**src/rtl/alu_pkg.sv**
```systemverilog
// Shared definitions for the 4-bit ALU and the stages that follow it.
//
// Contents:
//   OP_*          3-bit ALU operation select encodings
//   alu_entry_t   14-bit captured result record: {sel, result, carry, zero, divz}
//   is_div_by_zero  helper that tags a divide whose B operand is zero
package alu_pkg;

    localparam logic [2:0] OP_ADD  = 3'b000;
    localparam logic [2:0] OP_SUB  = 3'b001;
    localparam logic [2:0] OP_MUL  = 3'b010;
    localparam logic [2:0] OP_DIV  = 3'b011;
    localparam logic [2:0] OP_AND  = 3'b100;
    localparam logic [2:0] OP_OR   = 3'b101;
    localparam logic [2:0] OP_NAND = 3'b110;
    localparam logic [2:0] OP_XOR  = 3'b111;

    typedef struct packed {
        logic [2:0] sel;
        logic [7:0] result;
        logic       carry;
        logic       zero;
        logic       divz;
    } alu_entry_t;

    function automatic logic is_div_by_zero(input logic [2:0] sel, input logic [3:0] b);
        return (sel == OP_DIV) && (b == 4'h0);
    endfunction

endpackage

```
**src/rtl/alu_result_fifo_if.sv**
```systemverilog
// Producer/consumer handshake bundle for alu_result_fifo.
//
// Producer side : in_valid, in_ready, in_sel, in_result, in_carry, in_b
// Consumer side : out_valid, out_ready, out_sel, out_result, out_carry,
//                 out_zero, out_divz
// Modports:
//   master - the environment (drives ALU results, consumes head entries)
//   slave  - the FIFO itself
interface alu_result_fifo_if;

    logic       in_valid;
    logic       in_ready;
    logic [2:0] in_sel;
    logic [7:0] in_result;
    logic       in_carry;
    logic [3:0] in_b;

    logic       out_valid;
    logic       out_ready;
    logic [2:0] out_sel;
    logic [7:0] out_result;
    logic       out_carry;
    logic       out_zero;
    logic       out_divz;

    modport master (
        output in_valid, in_sel, in_result, in_carry, in_b, out_ready,
        input  in_ready, out_valid, out_sel, out_result, out_carry, out_zero, out_divz
    );

    modport slave (
        input  in_valid, in_sel, in_result, in_carry, in_b, out_ready,
        output in_ready, out_valid, out_sel, out_result, out_carry, out_zero, out_divz
    );

endinterface

```
**src/rtl/alu_flag_gen.sv**
```systemverilog
// Combinational status-flag derivation for an incoming ALU result.
//
// Ports:
//   in_sel    [2:0]  operation select that produced the result
//   in_result [7:0]  ALU output
//   in_b      [3:0]  B operand (only consulted for divide-by-zero)
//   zero             result is all zeros
//   divz             operation was a divide with B == 0
module alu_flag_gen
    import alu_pkg::*;
(
    input  logic [2:0] in_sel,
    input  logic [7:0] in_result,
    input  logic [3:0] in_b,
    output logic       zero,
    output logic       divz
);

    assign zero = (in_result == 8'h00);
    assign divz = is_div_by_zero(in_sel, in_b);

endmodule

```
**src/rtl/alu_result_fifo.sv**
```systemverilog
// In-order result FIFO that decouples the combinational ALU from a consumer
// that may stall. Each pushed entry carries the opcode, result, carry and the
// zero/divide-by-zero flags evaluated at push time.
//
// Ports:
//   clk    rising-edge clock
//   rst_n  asynchronous active-low reset (empties the FIFO immediately)
//   flush  synchronous clear; overrides any push/pop on the same edge
//   bus    alu_result_fifo_if.slave handshake bundle
//   count  occupancy, 0..DEPTH
module alu_result_fifo
    import alu_pkg::*;
#(
    parameter  int DEPTH = 4,
    localparam int AW    = $clog2(DEPTH)
) (
    input  logic                clk,
    input  logic                rst_n,
    input  logic                flush,
    alu_result_fifo_if.slave    bus,
    output logic [AW:0]         count
);

    localparam logic [AW:0] FULL_COUNT = (AW+1)'(DEPTH);

    logic [AW-1:0] wr_ptr_reg;
    logic [AW-1:0] rd_ptr_reg;
    logic [AW:0]   count_reg;
    logic [AW:0]   count_next;

    logic          full;
    logic          empty;
    logic          push;
    logic          pop;

    logic          flag_zero;
    logic          flag_divz;
    alu_entry_t    entry_in;
    alu_entry_t    head;

    alu_entry_t    mem [DEPTH];

    alu_flag_gen u_flag_gen (
        .in_sel    (bus.in_sel),
        .in_result (bus.in_result),
        .in_b      (bus.in_b),
        .zero      (flag_zero),
        .divz      (flag_divz)
    );

    // Handshake status comes only from registered occupancy, so a pop in the
    // same cycle never frees a slot for a push while full.
    assign full  = (count_reg == FULL_COUNT);
    assign empty = (count_reg == '0);
    assign push  = bus.in_valid && !full;
    assign pop   = bus.out_ready && !empty;

    assign entry_in = '{sel:    bus.in_sel,
                        result: bus.in_result,
                        carry:  bus.in_carry,
                        zero:   flag_zero,
                        divz:   flag_divz};

    always_comb begin
        count_next = count_reg;
        if (push && !pop) begin
            count_next = count_reg + 1'b1;
        end else if (pop && !push) begin
            count_next = count_reg - 1'b1;
        end
    end

    always_ff @(posedge clk or negedge rst_n) begin
        if (!rst_n) begin
            wr_ptr_reg <= '0;
            rd_ptr_reg <= '0;
            count_reg  <= '0;
        end else if (flush) begin
            wr_ptr_reg <= '0;
            rd_ptr_reg <= '0;
            count_reg  <= '0;
        end else begin
            if (push) begin
                wr_ptr_reg <= wr_ptr_reg + 1'b1;
            end
            if (pop) begin
                rd_ptr_reg <= rd_ptr_reg + 1'b1;
            end
            count_reg <= count_next;
        end
    end

    // Storage needs no reset; occupancy alone decides which slots are live.
    always_ff @(posedge clk) begin
        if (push && !flush) begin
            mem[wr_ptr_reg] <= entry_in;
        end
    end

    // Head is read asynchronously so a freshly pushed entry is visible right
    // after its push edge.
    assign head = mem[rd_ptr_reg];

    assign bus.in_ready   = !full;
    assign bus.out_valid  = !empty;
    assign bus.out_sel    = head.sel;
    assign bus.out_result = head.result;
    assign bus.out_carry  = head.carry;
    assign bus.out_zero   = head.zero;
    assign bus.out_divz   = head.divz;
    assign count          = count_reg;

endmodule

```
**src/flat_wrapper.sv**
```systemverilog
// flat-port wrapper written by rule: the top's interface ports become plain ports
module alu_result_fifo_flat import alu_pkg::*;
#(
    parameter  int DEPTH = 4,
    localparam int AW    = $clog2(DEPTH)
)
  (clk, rst_n, flush, count, bus_in_valid, bus_in_sel, bus_in_result, bus_in_carry, bus_in_b, bus_out_ready, bus_in_ready, bus_out_valid, bus_out_sel, bus_out_result, bus_out_carry, bus_out_zero, bus_out_divz);
  alu_result_fifo_if bus_i ();
  input  logic clk;
  input  logic rst_n;
  input  logic flush;
  output logic [AW:0] count;
  input wire logic [$bits(bus_i.in_valid)-1:0] bus_in_valid;
  input wire logic [$bits(bus_i.in_sel)-1:0] bus_in_sel;
  input wire logic [$bits(bus_i.in_result)-1:0] bus_in_result;
  input wire logic [$bits(bus_i.in_carry)-1:0] bus_in_carry;
  input wire logic [$bits(bus_i.in_b)-1:0] bus_in_b;
  input wire logic [$bits(bus_i.out_ready)-1:0] bus_out_ready;
  output wire logic [$bits(bus_i.in_ready)-1:0] bus_in_ready;
  output wire logic [$bits(bus_i.out_valid)-1:0] bus_out_valid;
  output wire logic [$bits(bus_i.out_sel)-1:0] bus_out_sel;
  output wire logic [$bits(bus_i.out_result)-1:0] bus_out_result;
  output wire logic [$bits(bus_i.out_carry)-1:0] bus_out_carry;
  output wire logic [$bits(bus_i.out_zero)-1:0] bus_out_zero;
  output wire logic [$bits(bus_i.out_divz)-1:0] bus_out_divz;
  assign bus_i.in_valid = bus_in_valid;
  assign bus_i.in_sel = bus_in_sel;
  assign bus_i.in_result = bus_in_result;
  assign bus_i.in_carry = bus_in_carry;
  assign bus_i.in_b = bus_in_b;
  assign bus_i.out_ready = bus_out_ready;
  assign bus_in_ready = bus_i.in_ready;
  assign bus_out_valid = bus_i.out_valid;
  assign bus_out_sel = bus_i.out_sel;
  assign bus_out_result = bus_i.out_result;
  assign bus_out_carry = bus_i.out_carry;
  assign bus_out_zero = bus_i.out_zero;
  assign bus_out_divz = bus_i.out_divz;
  alu_result_fifo #(.DEPTH(DEPTH)) u_core (.clk(clk), .rst_n(rst_n), .flush(flush), .bus(bus_i), .count(count));
endmodule
```
**config.mk**
```make
export PLATFORM = sky130hd
export DESIGN_NAME = alu_result_fifo_flat
export DESIGN_NICKNAME = d
export VERILOG_FILES = /design/src/rtl/alu_pkg.sv /design/src/rtl/alu_result_fifo_if.sv /design/src/rtl/alu_flag_gen.sv /design/src/rtl/alu_result_fifo.sv /design/src/flat_wrapper.sv
export SDC_FILE = /design/constraint.sdc
export NUM_CORES = 1
export LEC_CHECK = 0
export CAP_MARGIN = 10
export CORE_UTILIZATION = 56
export DETAILED_ROUTE_END_ITERATION = 12
export HOLD_SLACK_MARGIN = 0.1
export PLACE_DENSITY = 0.81
export SYNTH_ARGS = -nofsm -noshare
export SYNTH_HDL_FRONTEND = slang
export SYNTH_SLANG_ARGS = --single-unit
```
**constraint.sdc**
```tcl
create_clock -name clk -period 6.5 [get_ports clk]
set_clock_uncertainty 0.2 [all_clocks]
set_input_delay 1.625 -clock clk [delete_from_list [all_inputs] [get_ports clk]]
set_output_delay 1.625 -clock clk [all_outputs]
set_load 0.1 [all_outputs]
```
==> metrics, run 1 <==
outcome=completed; number of nets produced by synthesis=roughly 170; sequential cell area fraction in the yosys report=71.0%; number of buffers created by CTS=9; post-synthesis register bit count=63; layout-stage area growth over the synthesis result=22.5%; top cell type's share of synthesized area=64.3%; total DRC errors in the routed layout=0; first-pass detailed-route iteration total=4; standard-cell row count=24; count of vias placed by the detailed router=1434; Fin. Hold Viols=0; path category of the worst min-delay check=reg -> reg; post-synth design cell area=between 2000 and 3000 µm²; largest cells by area after synthesis=sky130_fd_sc_hd__edfxtp_1 64%, sky130_fd_sc_hd__mux4_2 12%, sky130_fd_sc_hd__dfrtp_1 6.7%, sky130_fd_sc_hd__ha_1 1.9%, sky130_fd_sc_hd__nor2_1 1.4%; Clock Tree Buf Depth=2; Post-CTS Resized=0; Num Clock Sinks=63; dpl cell area=3020 µm²; clock latency of the later-clocked register in the worst-skew pair=0.32 ns; post-synthesis cell count=140; number of vias per cell after detailed routing=between 5 and 6; number of nets in the finished design=209; remaining global-route overflow=0; share of the cycle needed by the critical path after routing=between 70% and 80%; start-to-end type of the worst setup path=reg -> out; antenna cells=0; Detailed Place HPWL=3080 µm; clock tree root buffer cell=sky130_fd_sc_hd__clkbuf_8; final routed wirelength across all metal layers=between 4000 and 5000 µm; DIE AREA=4940 µm²; fmax=212 MHz; power density cells=roughly 440 nW/µm²; setup repair after global routing missed its margin=false; via count of the first global-routing pass=1472; actual slew at the worst max-slew pin=between 0.9 and 1 ns; global-route wire length before repair=7530 µm; kind of capture point of the worst setup path=primary output; startpoint of the most critical setup path=u_core.rd_ptr_reg[0]; core area=4410 µm²; post-DR wirelength/cell=~20 µm; post-route non-filler standard cell count=between 200 and 250; global routing usage summed across all routing layers=between 20% and 30%; 1st-iter DRT viols=70; most used flip-flop cell after synthesis=sky130_fd_sc_hd__edfxtp_1; list of most frequent post-synthesis cells=56 x sky130_fd_sc_hd__edfxtp_1, 14 x sky130_fd_sc_hd__mux4_2, 10 x sky130_fd_sc_hd__nor2_1; Yosys warning count=0; maximum number of pins on one net before global-route repair=17; final setup violation count=0; cell total after placement=224; count of nets left with antenna violations after detail routing=0; worst relative slew slack=34.2%; Post-CTS Repair Setup Buffers=0; mean post-synth cell area=18.7 µm²; reg2reg start=u_core.count[2]; CTS tree=done; Design Power=roughly 1400 µW; Post-CTS Hold Fix Bufs=0; total negative setup slack=0 ns; cell area after layout=3200 µm²; final estimated routing congestion in global placement=0.778; max-cap violation count=0; Chip Width=70.3 µm; count of flip-flops with a built-in enable after synthesis=56; H-Tree Level Count=3; count of cell types in the netlist=33; Yosys top cell by area=sky130_fd_sc_hd__edfxtp_1; Worst EP arrival=2.88 ns; Worst Min Path Start=u_core.wr_ptr_reg[1]; worst vdd rail ir drop=0.375 mV; reported leakage power=0.00108 µW; share of post-route cells with drive strength above 1=between 10% and 20%; Req. time, crit path=4.68 ns; number of port buffers=39; flip-flop count of the largest register, all copies and words added=56; Max Fanout on Critical Path=16; proportion of synthesized flip-flops having asynchronous set or reset=around 11%; antenna violations before repair=0; crit start category=flip-flop; I/O Pins=40; max-slew violation count=0; Clock Pin Slew Worst Setup and Hold Paths=approximately 0.06 ns; final critical path time including I/O delays and setup=approximately 4.7 ns; library cell with the highest instance count after synthesis=sky130_fd_sc_hd__edfxtp_1; Die Y-Extent=between 70 and 80 µm; number of fill cells in the layout=about 260; effective utilization at floorplan=59.2%
## layer usage
metal	GRT usage, %	part of all wire (%)
met3	6.78	5.0
met1	25.7	41
met4	10.0	1.3
met2	35.4	53
met5	0	0
## cells by family (layout without fill, tap and decap cells)
group	Yosys count	count (layout)	share of synthesized area, %
mux	18	18	13.7
compound gates	11	11	3.35
fa+ha+maj	5	5	2.68
simple gates	28	28	5.98
flops	63	63	71.0
xor+xnor	2	2	0.670
buf+inv	13	61	2.58
## stage by stage
| step | hold slack [ns] | setup slack (ns) | utilization, % |
|---|---|---|---|
| 2_1_floorplan | 0.357 | 2.59 | - |
| 3_3_place_gp | 0.372 | 2.09 | 68.5 |
| 3_5_place_dp | 0.395 | 2.05 | 68.5 |
| 4_1_cts | 0.404 | 1.69 | 72.6 |
| 5_1_grt | 0.434 | 1.61 | 72.6 |
| 6_report | 0.403 | 1.79 | 72.6 |
## cell type report
type | instances | area, µm² | share of cell area [%]
clock inverters | 6 | 51.3 | 1.60
repair buffers | 39 | 390 | 12.2
inverters | 6 | 22.5 | 0.703
clock buffers | 10 | 128 | 3.98
multi-input cells | 64 | 689 | 21.5
well taps | 52 | 65.1 | 2.03
flip-flops and latches | 63 | 1860 | 58.0
## power breakdown
part	leakage (µW)	switching, µW	internal, µW
Sequential	0.000615	49.7	468
Clock	0.0000925	138	172
Combinational	0.000377	397	170
Total	0.00108	585	810
## final timing paths
| path | endpoint | slack (ns) | depth (start not counted) |
|---|---|---|---|
| max | bus_out_result[4] | 1.79 | 2 |
| min | u_core.wr_ptr_reg[1] | 0.40 | 2 |
| max reg2reg | u_core.count[2] | 3.91 | 6 |
| min reg2reg | u_core.wr_ptr_reg[1] | 0.40 | 2 |
| max in group asynchronous | u_core.count[2] | 4.44 | 1 |
| min in group asynchronous | u_core.rd_ptr_reg[0] | 1.38 | 1 |
## critical path, stage by stage, from the launching register on
cell and delay, ns:
sky130_fd_sc_hd__dfrtp_1 0.96, sky130_fd_sc_hd__mux4_2 0.60, sky130_fd_sc_hd__clkdlybuf4s50_1 0.98
## layout by cell type (no fill, tap or decap), types with 4 or more instances in the layout
master / count
sky130_fd_sc_hd__dfrtp_1: 7
sky130_fd_sc_hd__and2_1: 4
sky130_fd_sc_hd__edfxtp_1: 56
sky130_fd_sc_hd__clkbuf_8: 9
sky130_fd_sc_hd__nor2_1: 10
sky130_fd_sc_hd__inv_1: 6
sky130_fd_sc_hd__mux4_2: 14
sky130_fd_sc_hd__ha_1: 4
sky130_fd_sc_hd__clkdlybuf4s50_1: 39
No activity file was read; power rests on OpenSTA's default activity.
==> run 2, diff against run 1 <==
--- a/config.mk
+++ b/config.mk
@@ -6,10 +6,10 @@
 export NUM_CORES = 1
 export LEC_CHECK = 0
 export CAP_MARGIN = 10
-export CORE_UTILIZATION = 56
+export CORE_UTILIZATION = 48
 export DETAILED_ROUTE_END_ITERATION = 12
 export HOLD_SLACK_MARGIN = 0.1
-export PLACE_DENSITY = 0.81
+export PLACE_DENSITY = 0.74
 export SYNTH_ARGS = -nofsm -noshare
 export SYNTH_HDL_FRONTEND = slang
 export SYNTH_SLANG_ARGS = --single-unit
==> constraint.sdc (replaced) <==
create_clock -name clk -period 4.1 [get_ports clk]
set_clock_uncertainty 0.2 [all_clocks]
set_input_delay 1.025 -clock clk [delete_from_list [all_inputs] [get_ports clk]]
set_output_delay 1.025 -clock clk [all_outputs]
set_load 0.1 [all_outputs]
==> metrics, run 2 (same netlist as run 1, synthesis figures left out) <==
post-DR wirelength/cell=17.3 µm (-12%); count of vias placed by the detailed router=1407 (-1.9%); total DRC errors in the routed layout=0 (unchanged); reported leakage power=0.00112 µW (+3.6%); worst relative slew slack=35.3% (+1.0 points); final setup violation count=0 (unchanged); Post-CTS Hold Fix Bufs=0 (unchanged); area of combinational cells with multiple inputs=689 µm² (unchanged); clock tree root buffer cell=sky130_fd_sc_hd__clkbuf_8; I/O Pins=40 (unchanged); Clock Pin Slew Worst Setup and Hold Paths=0.06 ns (about the same); CP max stage cell=sky130_fd_sc_hd__clkdlybuf4s50_1; sequential cell area in the final layout=1860 µm² (unchanged); least setup slack across all paths after layout=0.602 ns (-1.19 ns); Design Power=2270 µW (+63%); H-Tree Level Count=3 (unchanged); Chip Width=75.8 µm (+7.8%); Detailed Place HPWL=2920 µm (-5.1%); fmax=between 200 and 300 MHz; Worst EP arrival=2.27 ns (-0.61 ns); via count of the first global-routing pass=1395 (-5.2%); actual slew at the worst max-slew pin=0.968 ns (-0.0156 ns); effective utilization at floorplan=50.5% (-8.7 points); Fin. Hold Viols=0 (unchanged); cell type group with the largest total delay on the critical path=buffers and inverters; start-to-end type of the worst setup path=reg -> out; share of post-route cells with drive strength above 1=28.0% (+11 points); global routing usage summed across all routing layers=17.2% (-4.3 points); count of nets left with antenna violations after detail routing=0 (unchanged); flip-flop count of the largest register, all copies and words added=56 (unchanged); cell total after placement=243 (+8.5%); layout-stage area growth over the synthesis result=23.3%; number of buffers created by CTS=9 (unchanged); power density cells=705 nW/µm² (+62%); final routed wirelength across all metal layers=4490 µm (-4.7%); clock latency of the later-clocked register in the worst-skew pair=0.32 ns (about the same); most frequent cells in the layout=56 x sky130_fd_sc_hd__edfxtp_1, 22 x sky130_fd_sc_hd__clkdlybuf4s50_1, 18 x sky130_fd_sc_hd__buf_4, 14 x sky130_fd_sc_hd__mux4_2, 10 x sky130_fd_sc_hd__nor2_1; Post-CTS Repair Setup Buffers=0 (unchanged); final estimated routing congestion in global placement=0.733 (-5.9%); DIE AREA=5740 µm² (+16%); core area=5170 µm² (+17%); Req. time, crit path=2.87 ns (-1.81 ns); number of nets in the finished design=210 (+0.48%); total negative setup slack=0 ns (unchanged); number of buffer and inverter instances along the worst setup path=1 (unchanged); first-pass detailed-route iteration total=4 (unchanged); setup repair after global routing missed its margin=false; Hold WS=0.364 ns (-0.0387 ns); number of fill cells in the layout=375 (+44%); 1st-iter DRT viols=84 (+20%); delay contributed by the slowest stage of the critical path=0.98 ns (about the same); crit start category=flip-flop; kind of capture point of the worst setup path=primary output; antenna violations before repair=0 (unchanged); max-cap violation count=0 (unchanged); CTS tree=done; Post-CTS Resized=0 (unchanged); share of the cycle needed by the critical path after routing=a little under nine tenths; Max Fanout on Critical Path=9 (-7); worst setup slack before clock tree synthesis=0.717 ns (-1.33 ns); max-slew violation count=0 (unchanged); number of vias per cell after detailed routing=5.43 (-9.1%); final critical path time including I/O delays and setup=3.50 ns; post-route non-filler standard cell count=259 (+7.9%); global-route wire length before repair=6810 µm (-9.6%); critical-path cell list=or3_2, clkdlybuf4s50_1; most common library cell in the layout ignoring fill and taps=sky130_fd_sc_hd__edfxtp_1; standard-cell row count=26 (+8.3%); Clock Tree Buf Depth=2 (unchanged); Num Clock Sinks=63 (unchanged); remaining global-route overflow=0 (unchanged); maximum number of pins on one net before global-route repair=16 (-1); worst vdd rail ir drop=0.636 mV (+69%); number of port buffers=39 (unchanged); outcome=completed; path category of the worst min-delay check=reg -> reg; Die Y-Extent=75.8 µm (+7.8%); antenna cells=0 (unchanged)
-- run 2: changes by cell type in the layout (fill, tap and decap cells not counted) --
cell / change
sky130_fd_sc_hd__buf_4: +18
sky130_fd_sc_hd__clkdlybuf4s50_1: -17
sky130_fd_sc_hd__clkinv_1: -2
sky130_fd_sc_hd__bufinv_16: +1
sky130_fd_sc_hd__clkbuf_1: -1
sky130_fd_sc_hd__clkinv_2: +1
sky130_fd_sc_hd__clkinv_4: +1
-- run 2: worst paths after layout --
path | from | to | slack (ns) | depth (start not counted)
min in group asynchronous | rst_n | u_core.count[2] | 0.76 | 1
setup / recovery | u_core.count[1] | bus_out_valid | 0.60 | 2
hold / removal | u_core.rd_ptr_reg[0] | u_core.rd_ptr_reg[0] | 0.36 | 2
max in group asynchronous | rst_n | u_core.rd_ptr_reg[0] | 2.69 | 1
setup reg to reg | u_core.count[2] | u_core.count[2] | 1.57 | 6
hold reg to reg | u_core.rd_ptr_reg[0] | u_core.rd_ptr_reg[0] | 0.36 | 2
-- run 2: layout make-up --
type | count | area share (%)
Sequential cell | 63 | 57.6
Multi-Input combinational cell | 64 | 21.4
Timing Repair Buffer | 40 | 11.0
Clock buffer | 9 | 3.84
Clock inverter | 7 | 2.72
Tap cell | 70 | 2.72
Inverter | 6 | 0.699
-- run 2: power breakdown --
part | internal (µW) | switching, µW | leakage (µW)
combinational | 254 | 661 | 0.000398
clock | 338 | 226 | 0.000110
sequential | 742 | 49.9 | 0.000615
total | 1330 | 936 | 0.00112
-- run 2: through the flow --
stage                     util (%)  area (µm²)
final                         62.3        3220
after floorplan                  -        2610
after global placement        58.2        3010
after detailed placement      58.2        3010
after global routing          62.3        3220
after CTS                     62.3        3220
-- run 2: metal layers --
metal	wire, µm	vias up	part of all wire, %	GRT usage, %
met5	0	-	0	0
met3	214	5	4.8	3.97
met2	2310	41	51	27.9
met1	1920	719	43	21.7
li1	-	642	-	-
met4	44	0	0.98	9.26
-- run 2: worst min-delay path, stage by stage, from the launching register on --
cell and delay (ns):
sky130_fd_sc_hd__dfrtp_1 0.38, sky130_fd_sc_hd__xor2_1 0.08, sky130_fd_sc_hd__nor2_1 0.07
==> run 3, diff against run 2 <==
--- a/config.mk
+++ b/config.mk
@@ -6,6 +6,7 @@
 export NUM_CORES = 1
 export LEC_CHECK = 0
 export CAP_MARGIN = 10
+export CORE_ASPECT_RATIO = 2
 export CORE_UTILIZATION = 48
 export DETAILED_ROUTE_END_ITERATION = 12
 export HOLD_SLACK_MARGIN = 0.1
==> metrics, run 3 (same netlist as run 1, synthesis figures left out) <==
number of buffers created by CTS=9 (unchanged); Comb pwr share=40.4% (about the same); clock tree root buffer cell=sky130_fd_sc_hd__clkbuf_8; H-Tree Level Count=3 (unchanged); CTS tree=done; final routed wirelength across all metal layers=4600 µm (+2.6%); cell type group with the largest total delay on the critical path=buffers and inverters; total negative setup slack=0 ns (unchanged); I/O Pins=40 (unchanged); Post-CTS Repair Setup Buffers=0 (unchanged); number of buffer and inverter instances along the worst setup path=1 (unchanged); most common library cell in the layout ignoring fill and taps=sky130_fd_sc_hd__edfxtp_1; path category of the worst min-delay check=reg -> reg; worst vdd rail ir drop=0.744 mV (+17%); cell area after layout=3200 µm² (-0.78%); dpl cell area=3000 µm² (-0.50%); clock latency of the later-clocked register in the worst-skew pair=0.32 ns (about the same); Fin. Hold Viols=0 (unchanged); start-to-end type of the worst setup path=reg -> out; Post-CTS Hold Fix Bufs=0 (unchanged); Detailed Place HPWL=3330 µm (+14%); remaining global-route overflow=0 (unchanged); number of port buffers=39 (unchanged); Post-CTS Resized=0 (unchanged); max-cap violation count=0 (unchanged); count of vias placed by the detailed router=1396 (-0.78%); final setup violation count=0 (unchanged); setup repair after global routing missed its margin=false; Clock Tree Buf Depth=2 (unchanged); critical-path cell list=or3_2, clkdlybuf4s50_1; maximum number of pins on one net before global-route repair=16 (unchanged); GR met1 Demand/Resource=18.5% (-3.2 points); count of nets left with antenna violations after detail routing=0 (unchanged); final estimated routing congestion in global placement=0.773 (+5.5%); clock network fraction of design power=24.0% (-0.8 points); effective utilization at floorplan=50.4% (-0.12 points); global-route wire length before repair=7410 µm (+8.8%); kind of capture point of the worst setup path=primary output; CP max stage cell=sky130_fd_sc_hd__clkdlybuf4s50_1; Switching Fraction=40.9% (-0.35 points); number of nets in the finished design=210 (unchanged); net switching component of the power=922 µW (-1.5%); Int Pwr=1330 µW (-0.13%); power density cells=705 nW/µm² (about the same); Clock Pin Slew Worst Setup and Hold Paths=0.06 ns (about the same); fmax=286 MHz (+0.14%); Num Clock Sinks=63 (unchanged); most frequent cells in the layout=56 x sky130_fd_sc_hd__edfxtp_1, 22 x sky130_fd_sc_hd__clkdlybuf4s50_1, 18 x sky130_fd_sc_hd__buf_4, 14 x sky130_fd_sc_hd__mux4_2, 10 x sky130_fd_sc_hd__nor2_1; Hold WS=0.400 ns (+0.0364 ns); Max Fanout on Critical Path=9 (unchanged); number of vias per cell after detailed routing=5.67 (+4.5%); flip-flop count of the largest register, all copies and words added=56 (unchanged); total DRC errors in the routed layout=0 (unchanged); final critical path time including I/O delays and setup=3.49 ns (-0.00494 ns); reported leakage power=0.00112 µW (-0.61%); outcome=completed; crit start category=flip-flop; GRT busiest layer=met2; standard-cell row count=37 (+42%); Chip Width=54.2 µm (-29%); share of the cycle needed by the critical path after routing=85.2% (-0.12 points); Req. time, crit path=2.87 ns (about the same); delay contributed by the slowest stage of the critical path=0.98 ns (about the same); core area=5180 µm² (+0.24%); Die Y-Extent=106 µm (+40%); layout-stage area growth over the synthesis result=22.4%; met2 layer usage reported by global route=33.2% (+5.3 points); max-slew violation count=0 (unchanged); antenna cells=0 (unchanged); 1st-iter DRT viols=37 (-56%); DIE AREA=5760 µm² (+0.32%); actual slew at the worst max-slew pin=0.964 ns (-0.00346 ns); Util after Layout=61.7% (-0.63 points); share of post-route cells with drive strength above 1=27.1% (-0.91 points); part of the total power dissipated in sequential elements=35.6% (+0.7 points); antenna violations before repair=0 (unchanged); worst relative slew slack=35.5% (+0.23 points); global-route met3 utilization=6.72% (+2.8 points); first-pass detailed-route iteration total=4 (unchanged); Worst EP arrival=2.27 ns (about the same); global routing usage summed across all routing layers=19.1% (+1.8 points); post-DR wirelength/cell=18.7 µm (+8.0%); via count of the first global-routing pass=1548 (+11%)
-- run 3: power by group through the flow --
stage	clock network [µW]	logic [µW]	registers, µW
final	542	911	802
after floorplan	0	701	854
after detailed placement	0	917	815
after CTS	553	917	802
after global placement	0	907	810
after global routing	581	954	808
-- run 3: routing by layer --
metal,part of all wire [%],routed length [µm],vias to the layer above
met2,59,2740,47
met1,34,1570,697
li1,-,-,641
met5,0,0,-
met4,2.2,101,0
met3,4.2,195,11
-- run 3: area by class of cell --
| class | instances | area (µm²) |
|---|---|---|
| repair buffers | 40 | 355 |
| clock inverters | 5 | 73.8 |
| fillers | 387 | 1990 |
| inverters | 6 | 22.5 |
| clock buffers | 10 | 128 |
| multi-input cells | 64 | 689 |
| well taps | 58 | 72.6 |
| flip-flops and latches | 63 | 1860 |
-- run 3: path summary, 6_finish.rpt --
check                                      from              endpoint  slack, ns  depth (start not counted)
setup / recovery                u_core.count[1]         bus_out_valid       0.61                          2
hold / removal             u_core.wr_ptr_reg[0]  u_core.wr_ptr_reg[0]       0.40                          2
min in group asynchronous                 rst_n       u_core.count[0]       0.78                          1
max in group asynchronous                 rst_n  u_core.wr_ptr_reg[1]       2.67                          1
setup reg to reg                u_core.count[2]       u_core.count[2]       1.47                          6
hold reg to reg            u_core.wr_ptr_reg[0]  u_core.wr_ptr_reg[0]       0.40                          2
-- run 3: worst min-delay path: stages, from the launching register on --
cell,delay (ns)
sky130_fd_sc_hd__dfrtp_1,0.41
sky130_fd_sc_hd__o21ai_0,0.09
sky130_fd_sc_hd__a21oi_1,0.06
-- run 3: metrics by stage --
step / std cells / worst slack, ns / power, µW
after global placement: 231 / 0.821 / 1720
after floorplan: 140 / 0.794 / 1560
after CTS: 246 / 0.588 / 2270
after global routing: 246 / 0.548 / 2340
final: 246 / 0.607 / 2250
after detailed placement: 231 / 0.678 / 1730
